`src/rtl/mem_io_access_sequencer.sv`:
```
`default_nettype none
// ============================================================================
// Module      : mem_io_access_sequencer
// Description : Multi-cycle load/store sequencer. Runs data RAM accesses
//               (fixed read latency) and MMIO accesses (ready handshake),
//               stalls the PC while an access is in flight, latches load
//               data and reports IO timeouts as a bus error.
// Revision    : 1.0 - initial release
// ============================================================================
module mem_io_access_sequencer #(
    parameter int DATA_W     = 32,
    parameter int ADDR_W     = 32,
    parameter int RAM_LAT    = 1,
    parameter int IO_TIMEOUT = 255
) (
    input  logic              clk,
    input  logic              rst_n,
    input  logic              mem_read,
    input  logic              mem_write,
    input  logic              io_read,
    input  logic              io_write,
    input  logic [ADDR_W-1:0] addr,
    input  logic [DATA_W-1:0] wdata,
    input  logic [DATA_W-1:0] ram_rdata,
    input  logic [DATA_W-1:0] io_rdata,
    input  logic              io_ready,
    output logic              ram_en,
    output logic              ram_we,
    output logic              io_rd_stb,
    output logic              io_wr_stb,
    output logic [ADDR_W-1:0] acc_addr,
    output logic [DATA_W-1:0] acc_wdata,
    output logic              stall,
    output logic [DATA_W-1:0] rdata,
    output logic              rdata_valid,
    output logic              bus_err
);

    // RAM_LAT is limited to 1..15, so a 4-bit down-counter always fits.
    localparam int CNT_W  = 4;
    // The timeout counter only ever reaches IO_TIMEOUT-1 before aborting.
    localparam int TCNT_W = (IO_TIMEOUT > 1) ? $clog2(IO_TIMEOUT) : 1;

    localparam logic [CNT_W-1:0]  c_ram_lat   = CNT_W'(RAM_LAT);
    localparam logic [TCNT_W-1:0] c_tcnt_last = TCNT_W'((IO_TIMEOUT > 0) ? IO_TIMEOUT - 1 : 0);

    typedef enum logic [1:0] {
        S_IDLE    = 2'd0,
        S_RAM_ACC = 2'd1,
        S_IO_WAIT = 2'd2,
        S_DONE    = 2'd3
    } state_t;

    state_t              r_state;
    state_t              w_state_nxt;
    logic [CNT_W-1:0]    r_cnt;
    logic [TCNT_W-1:0]   r_tcnt;
    logic                r_is_write;
    logic                r_err;
    logic [ADDR_W-1:0]   r_acc_addr;
    logic [DATA_W-1:0]   r_acc_wdata;
    logic [DATA_W-1:0]   r_rdata;

    logic                w_req_ram;
    logic                w_req_io;
    logic                w_io_timeout;

    assign w_req_ram    = mem_read | mem_write;
    assign w_req_io     = io_read | io_write;
    // Equality test before increment, so the counter never wraps; 0 disables.
    assign w_io_timeout = (IO_TIMEOUT != 0) && (r_tcnt == c_tcnt_last);

    assign acc_addr  = r_acc_addr;
    assign acc_wdata = r_acc_wdata;
    assign rdata     = r_rdata;

    // State register.
    always_ff @(posedge clk or negedge rst_n) begin
        if (!rst_n) begin
            r_state <= S_IDLE;
        end else begin
            r_state <= w_state_nxt;
        end
    end

    // Next-state and output decode; rst_n gates stall so it drops immediately.
    always_comb begin
        w_state_nxt = r_state;
        ram_en      = 1'b0;
        ram_we      = 1'b0;
        io_rd_stb   = 1'b0;
        io_wr_stb   = 1'b0;
        stall       = 1'b0;
        rdata_valid = 1'b0;
        bus_err     = 1'b0;
        case (r_state)
            S_IDLE: begin
                if (w_req_io) begin
                    // IO wins when both kinds are requested.
                    stall       = rst_n;
                    w_state_nxt = S_IO_WAIT;
                end else if (w_req_ram) begin
                    stall       = rst_n;
                    w_state_nxt = S_RAM_ACC;
                end
            end
            S_RAM_ACC: begin
                stall  = rst_n;
                // Counter still holds its entry value only in the first cycle.
                ram_en = (r_cnt == c_ram_lat);
                ram_we = (r_cnt == c_ram_lat) & r_is_write;
                if (r_cnt == '0) begin
                    w_state_nxt = S_DONE;
                end
            end
            S_IO_WAIT: begin
                stall     = rst_n;
                io_rd_stb = ~r_is_write;
                io_wr_stb = r_is_write;
                if (io_ready || w_io_timeout) begin
                    w_state_nxt = S_DONE;
                end
            end
            S_DONE: begin
                rdata_valid = ~r_is_write;
                bus_err     = r_err;
                w_state_nxt = S_IDLE;
            end
            default: begin
                w_state_nxt = S_IDLE;
            end
        endcase
    end

    // Access latching, latency/timeout counters and load-data capture.
    always_ff @(posedge clk or negedge rst_n) begin
        if (!rst_n) begin
            r_cnt       <= '0;
            r_tcnt      <= '0;
            r_is_write  <= 1'b0;
            r_err       <= 1'b0;
            r_acc_addr  <= '0;
            r_acc_wdata <= '0;
            r_rdata     <= '0;
        end else begin
            case (r_state)
                S_IDLE: begin
                    if (w_req_io || w_req_ram) begin
                        r_acc_addr  <= addr;
                        r_acc_wdata <= wdata;
                        r_is_write  <= w_req_io ? io_write : mem_write;
                        r_cnt       <= c_ram_lat;
                        r_tcnt      <= '0;
                        r_err       <= 1'b0;
                    end
                end
                S_RAM_ACC: begin
                    if (r_cnt == '0) begin
                        if (!r_is_write) begin
                            r_rdata <= ram_rdata;
                        end
                    end else begin
                        r_cnt <= r_cnt - 1'b1;
                    end
                end
                S_IO_WAIT: begin
                    if (io_ready) begin
                        if (!r_is_write) begin
                            r_rdata <= io_rdata;
                        end
                    end else if (w_io_timeout) begin
                        if (!r_is_write) begin
                            r_rdata <= '1;
                        end
                        r_err <= 1'b1;
                    end else if (IO_TIMEOUT != 0) begin
                        r_tcnt <= r_tcnt + 1'b1;
                    end
                end
                default: begin
                end
            endcase
        end
    end

endmodule
`default_nettype wire

```
`config.mk`:
```
export PLATFORM = sky130hd
export DESIGN_NAME = mem_io_access_sequencer
export DESIGN_NICKNAME = d
export VERILOG_FILES = /design/src/rtl/mem_io_access_sequencer.sv
export SDC_FILE = /design/constraint.sdc
export NUM_CORES = 1
export LEC_CHECK = 0
export BUFFER_PORTS_ARGS = -buffer_cell sky130_fd_sc_hd__buf_4
export CORE_MARGIN = 2
export CORE_UTILIZATION = 45
export DETAILED_ROUTE_END_ITERATION = 7
export GPL_TIMING_DRIVEN = 0
export HOLD_SLACK_MARGIN = 0.02
export PLACE_DENSITY = 0.88
export SYNTH_ARGS = -nofsm -noshare
export SYNTH_HDL_FRONTEND = slang
export SYNTH_SLANG_ARGS = --single-unit
```
`constraint.sdc`:
```
create_clock -name clk -period 2.4 [get_ports clk]
set_input_delay 0.24 -clock clk [delete_from_list [all_inputs] [get_ports clk]]
set_output_delay 0.24 -clock clk [all_outputs]
set_load 0.01 [all_outputs]
```
==> impl_metrics.csv <==
group,metric,value,unit
final_layout,nFillCells,899,
worst_setup_path,setup.worst_path.class,"register to output port",
worst_setup_path,worst-path-buf-inv,4,
worst_setup_path,rrSetupSlack,0.32,ns
detailed_routing,drt-total-wl,14400,um
final_layout,antenna_cells,0,
synthesis,yosys.area.top_type,"dfrtp_1",
hold_path,hold_class,"input port to register",
final_layout,final_nets,934,
floorplan,dieArea,12000,sq um
floorplan,die_x,110,um
worst_setup_path,reg2reg_to,"r_state[0]$_DFFE_PN0P_",
cts,clock_latency,0.37,ns
sta,slew-limit-headroom,45.8,%
synthesis,ys_warn_count,0,
pwr,ir_drop,0.707,mV
worst_setup_path,worst-path-max-fanout,10,
detailed_routing,drc,0,
worst_setup_path,path_cells,"inv_1 -> ha_2 -> clkbuf_4 -> buf_2 -> and2_1 -> buf_4",
worst_setup_path,worst_ep_arrival_time,2.00,ns
sta,tightestPinTransition,0.804,ns
global_routing,use_met1,28.0,%
detailed_routing,drt_iter0_drc,280,
final_layout,drive_above_1_share,34.1,%
sta,fin_crit_sh,93.3,%
final_layout,area_growth,43.9,%
sta,slew_violations,0,
synthesis,synthCells,538,
synthesis,ys_seq_elements,112,
synthesis,synth_top_cell_area_share,55.8,%
worst_setup_path,cp.required,2.16,ns
sta,fmax,447,MHz
detailed_routing,first_pass_iters,4,
floorplan,initial_utilization,46.2,%
sta,period_minus_slack,2.24,ns
detailed_routing,via_count,4755,
worst_setup_path,cp_slowest_cell,"dfrtp_1",
detailed_routing,vias_per_cell,5.09,
pwr,power_density,1280,nW/um^2
floorplan,core_area,10900,sq um
placement,dp.final_hpwl,11100,um
global_routing,antenna_found_initial,0,
floorplan,ios,238,
synthesis,avgSynthCellArea,9.34,sq um
placement,io_buffers,237,
cts,cts_made_buffers,9,
global_routing,grt_overflow,0,
cts,clockBufferDepth,2,
synthesis,netlist_area,5020,sq um
worst_setup_path,critPathTopFamily,"buffers and inverters",
worst_setup_path,worst_setup_path_start_kind,"register",
global_routing,grt_use_met2,41.9,%
synthesis,synth.net_count,683,
sta,timing.hold.ws,0.0475,ns
synthesis,synth_most_common_cell,"nand2_1",
final_layout,final_area,7230,sq um
synthesis,postSynth.asyncResetShare,100,%
synthesis,ys_types,42,
synthesis,synth_area_leaders,"dfrtp_1 (56%), nand2_1 (15%), mux2i_1 (6.6%)",
global_routing,gr-usage-all-layers,24.0,%
synthesis,ys_top_cells_by_count,"nand2_1 (202), dfrtp_1 (112), inv_1 (43)",
detailed_routing,wl_per_cell,15.5,um
global_routing,grt_pass1_wl,22200,um
placement,placed_cell_area,7010,sq um
cts,clk_pin_slew_worst_paths,0.11,ns
sta,rsz0062_at_grt,"no",
sta,hold_violations,0,
worst_setup_path,r2r-start,"r_state[1]$_DFFE_PN0P_",
hold_path,hp-start,"addr[6]",
synthesis,ys.flop_type,"dfrtp_1",
worst_setup_path,cp-end-kind,"output port",
status,outcome,"completed",
worst_setup_path,slowest_delay,0.44,ns
global_routing,grt_pass1_vias,4647,
sta,setup_viol,0,
worst_setup_path,rr_worst_depth,7,
hold_path,min_path_cells,3,
floorplan,die_y,110,um
pwr,cellLeakagePower,4.07,nW
cts,cts-root-buf,"clkbuf_8",
sta,final.setup.tns,0,ns
synthesis,synth_edf_count,0,
cts,cts_tree,"done",
sta,finClkSkew,0.00835,ns
hold_path,hold_end,"acc_addr[6]$_DFFE_PN0P_",
cts,clkSinkCount,112,
job,timing.max_cap.violations,0,
floorplan,rows,38,
cts,htreeDepth,3,
synthesis,ys_seq_area_share,55.8,%
global_routing,use_met3,6.88,%
global_routing,grt_busiest_layer,"met2",
placement,gp_congestion,0.813,
global_routing,grt_max_degree,64,
detailed_routing,drtAntennaViolNets,0,
-- layer usage --
layer	part of all wire [%]	up-vias	wire length [um]
met3	9.4	25	1360
met1	39	2254	5570
met2	50	215	7150
met4	2.5	0	358
met5	0	-	0
li1	-	2261	-
-- per-stage QoR --
stage	setup WS (ns)	std cells	total power, W	utilization [%]
2_1_floorplan	0.537	538	0.00588	-
3_3_place_gp	0.0253	915	0.00798	64.1
3_5_place_dp	0.0404	916	0.00817	64.4
4_1_cts	0.0161	934	0.00933	66.4
5_1_grt	0.0462	934	0.0100	66.4
6_report	0.161	934	0.00926	66.4
-- sequential cells by signal, summed over array words and instances, names as in the netlist --
signal and flops:
acc_addr 32, acc_wdata 32, rdata 32, r_tcnt 8, r_cnt 4, r_state 2
r_err 1, r_is_write 1
-- cell type report --
| cell class | instances | area, sq um | area share, % |
|---|---|---|---|
| Clock inverter | 7 | 71.3 | 0.986 |
| Inverter | 43 | 161 | 2.23 |
| Tap cell | 140 | 175 | 2.42 |
| Multi-Input combinational cell | 358 | 1950 | 27.0 |
| Clock buffer | 9 | 124 | 1.71 |
| Buffer | 24 | 113 | 1.56 |
| Timing Repair Buffer | 241 | 1830 | 25.3 |
| Sequential cell | 112 | 2800 | 38.8 |
-- worst max-delay path by stage --
stage	end	depth (start not counted)	slack, ns	start
4_1_cts	io_wr_stb	6	0.02	r_state[0]$_DFFE_PN0P_
3_5_place_dp	stall	6	0.04	mem_read
5_1_grt	io_wr_stb	6	0.05	r_state[0]$_DFFE_PN0P_
2_1_floorplan	r_tcnt[5]$_DFFE_PN0P_	7	0.54	r_state[0]$_DFFE_PN0P_
6_report	io_wr_stb	6	0.16	r_state[0]$_DFFE_PN0P_
3_3_place_gp	stall	6	0.03	mem_read
-- placed cells by master (no fill, tap or decap), types with 2 or more instances in the layout --
| cell type | count |
|---|---|
| ha_1 | 9 |
| nand4_1 | 2 |
| mux2i_1 | 33 |
| clkinvlp_4 | 3 |
| a41o_1 | 2 |
| mux2_2 | 2 |
| dfrtp_1 | 112 |
| o211ai_1 | 2 |
| a21o_1 | 4 |
| o311ai_0 | 2 |
| a31oi_1 | 4 |
| nor3_1 | 2 |
| inv_1 | 43 |
| o22ai_1 | 31 |
| clkbuf_8 | 9 |
| nor4_1 | 3 |
| o41ai_1 | 2 |
| o21ai_0 | 7 |
| clkinv_2 | 2 |
| and3_1 | 2 |
| a21oi_1 | 7 |
| nand3_1 | 6 |
| clkbuf_1 | 14 |
| buf_2 | 6 |
| a211o_1 | 3 |
| nand2b_1 | 4 |
| o21ai_1 | 3 |
| and2_1 | 3 |
| nand2_1 | 202 |
| o31ai_1 | 3 |
| nor2_1 | 6 |
| nor2b_1 | 2 |
| buf_4 | 240 |
-- power by group --
group          leakage (nW)  internal [W]  switching [W]
Clock                0.0916      0.000483       0.000636
Combinational          2.62       0.00223        0.00260
Sequential             1.35       0.00276       0.000548
Total                  4.07       0.00548        0.00378
-- cells by family (layout without fill, tap and decap cells) --
family                     count (synthesis)  count (layout)  synth area share [%]
DFF                                      112             112                  55.8
AOI/OAI and AO/OA                         76              76                  10.2
and+or+nand+nor                          237             237                  19.1
adders and majority gates                 10              10                  2.49
muxes                                     35              35                  7.02
buffers and inverters                     68             324                  5.40
-- worst reg2reg max path, stage by stage, from the launching register on --
cell and delay [ns]:
dfrtp_1 0.44, inv_1 0.11, ha_1 0.16, buf_6 0.13, nor3b_1 0.35, nand2_1 0.25
nand3_1 0.20, mux2_2 0.34
-- timing repair --
action / 4_1_cts / 5_1_grt
hold buffers: 1 / 0
gates resized for setup: 3 / 4
cloned: 0 / 0
buffers inserted: 1 / 1
endpoints found under the setup margin: 2 / 2
endpoints found under the hold margin: 49 / 0
(Power assumes the default switching activity.)
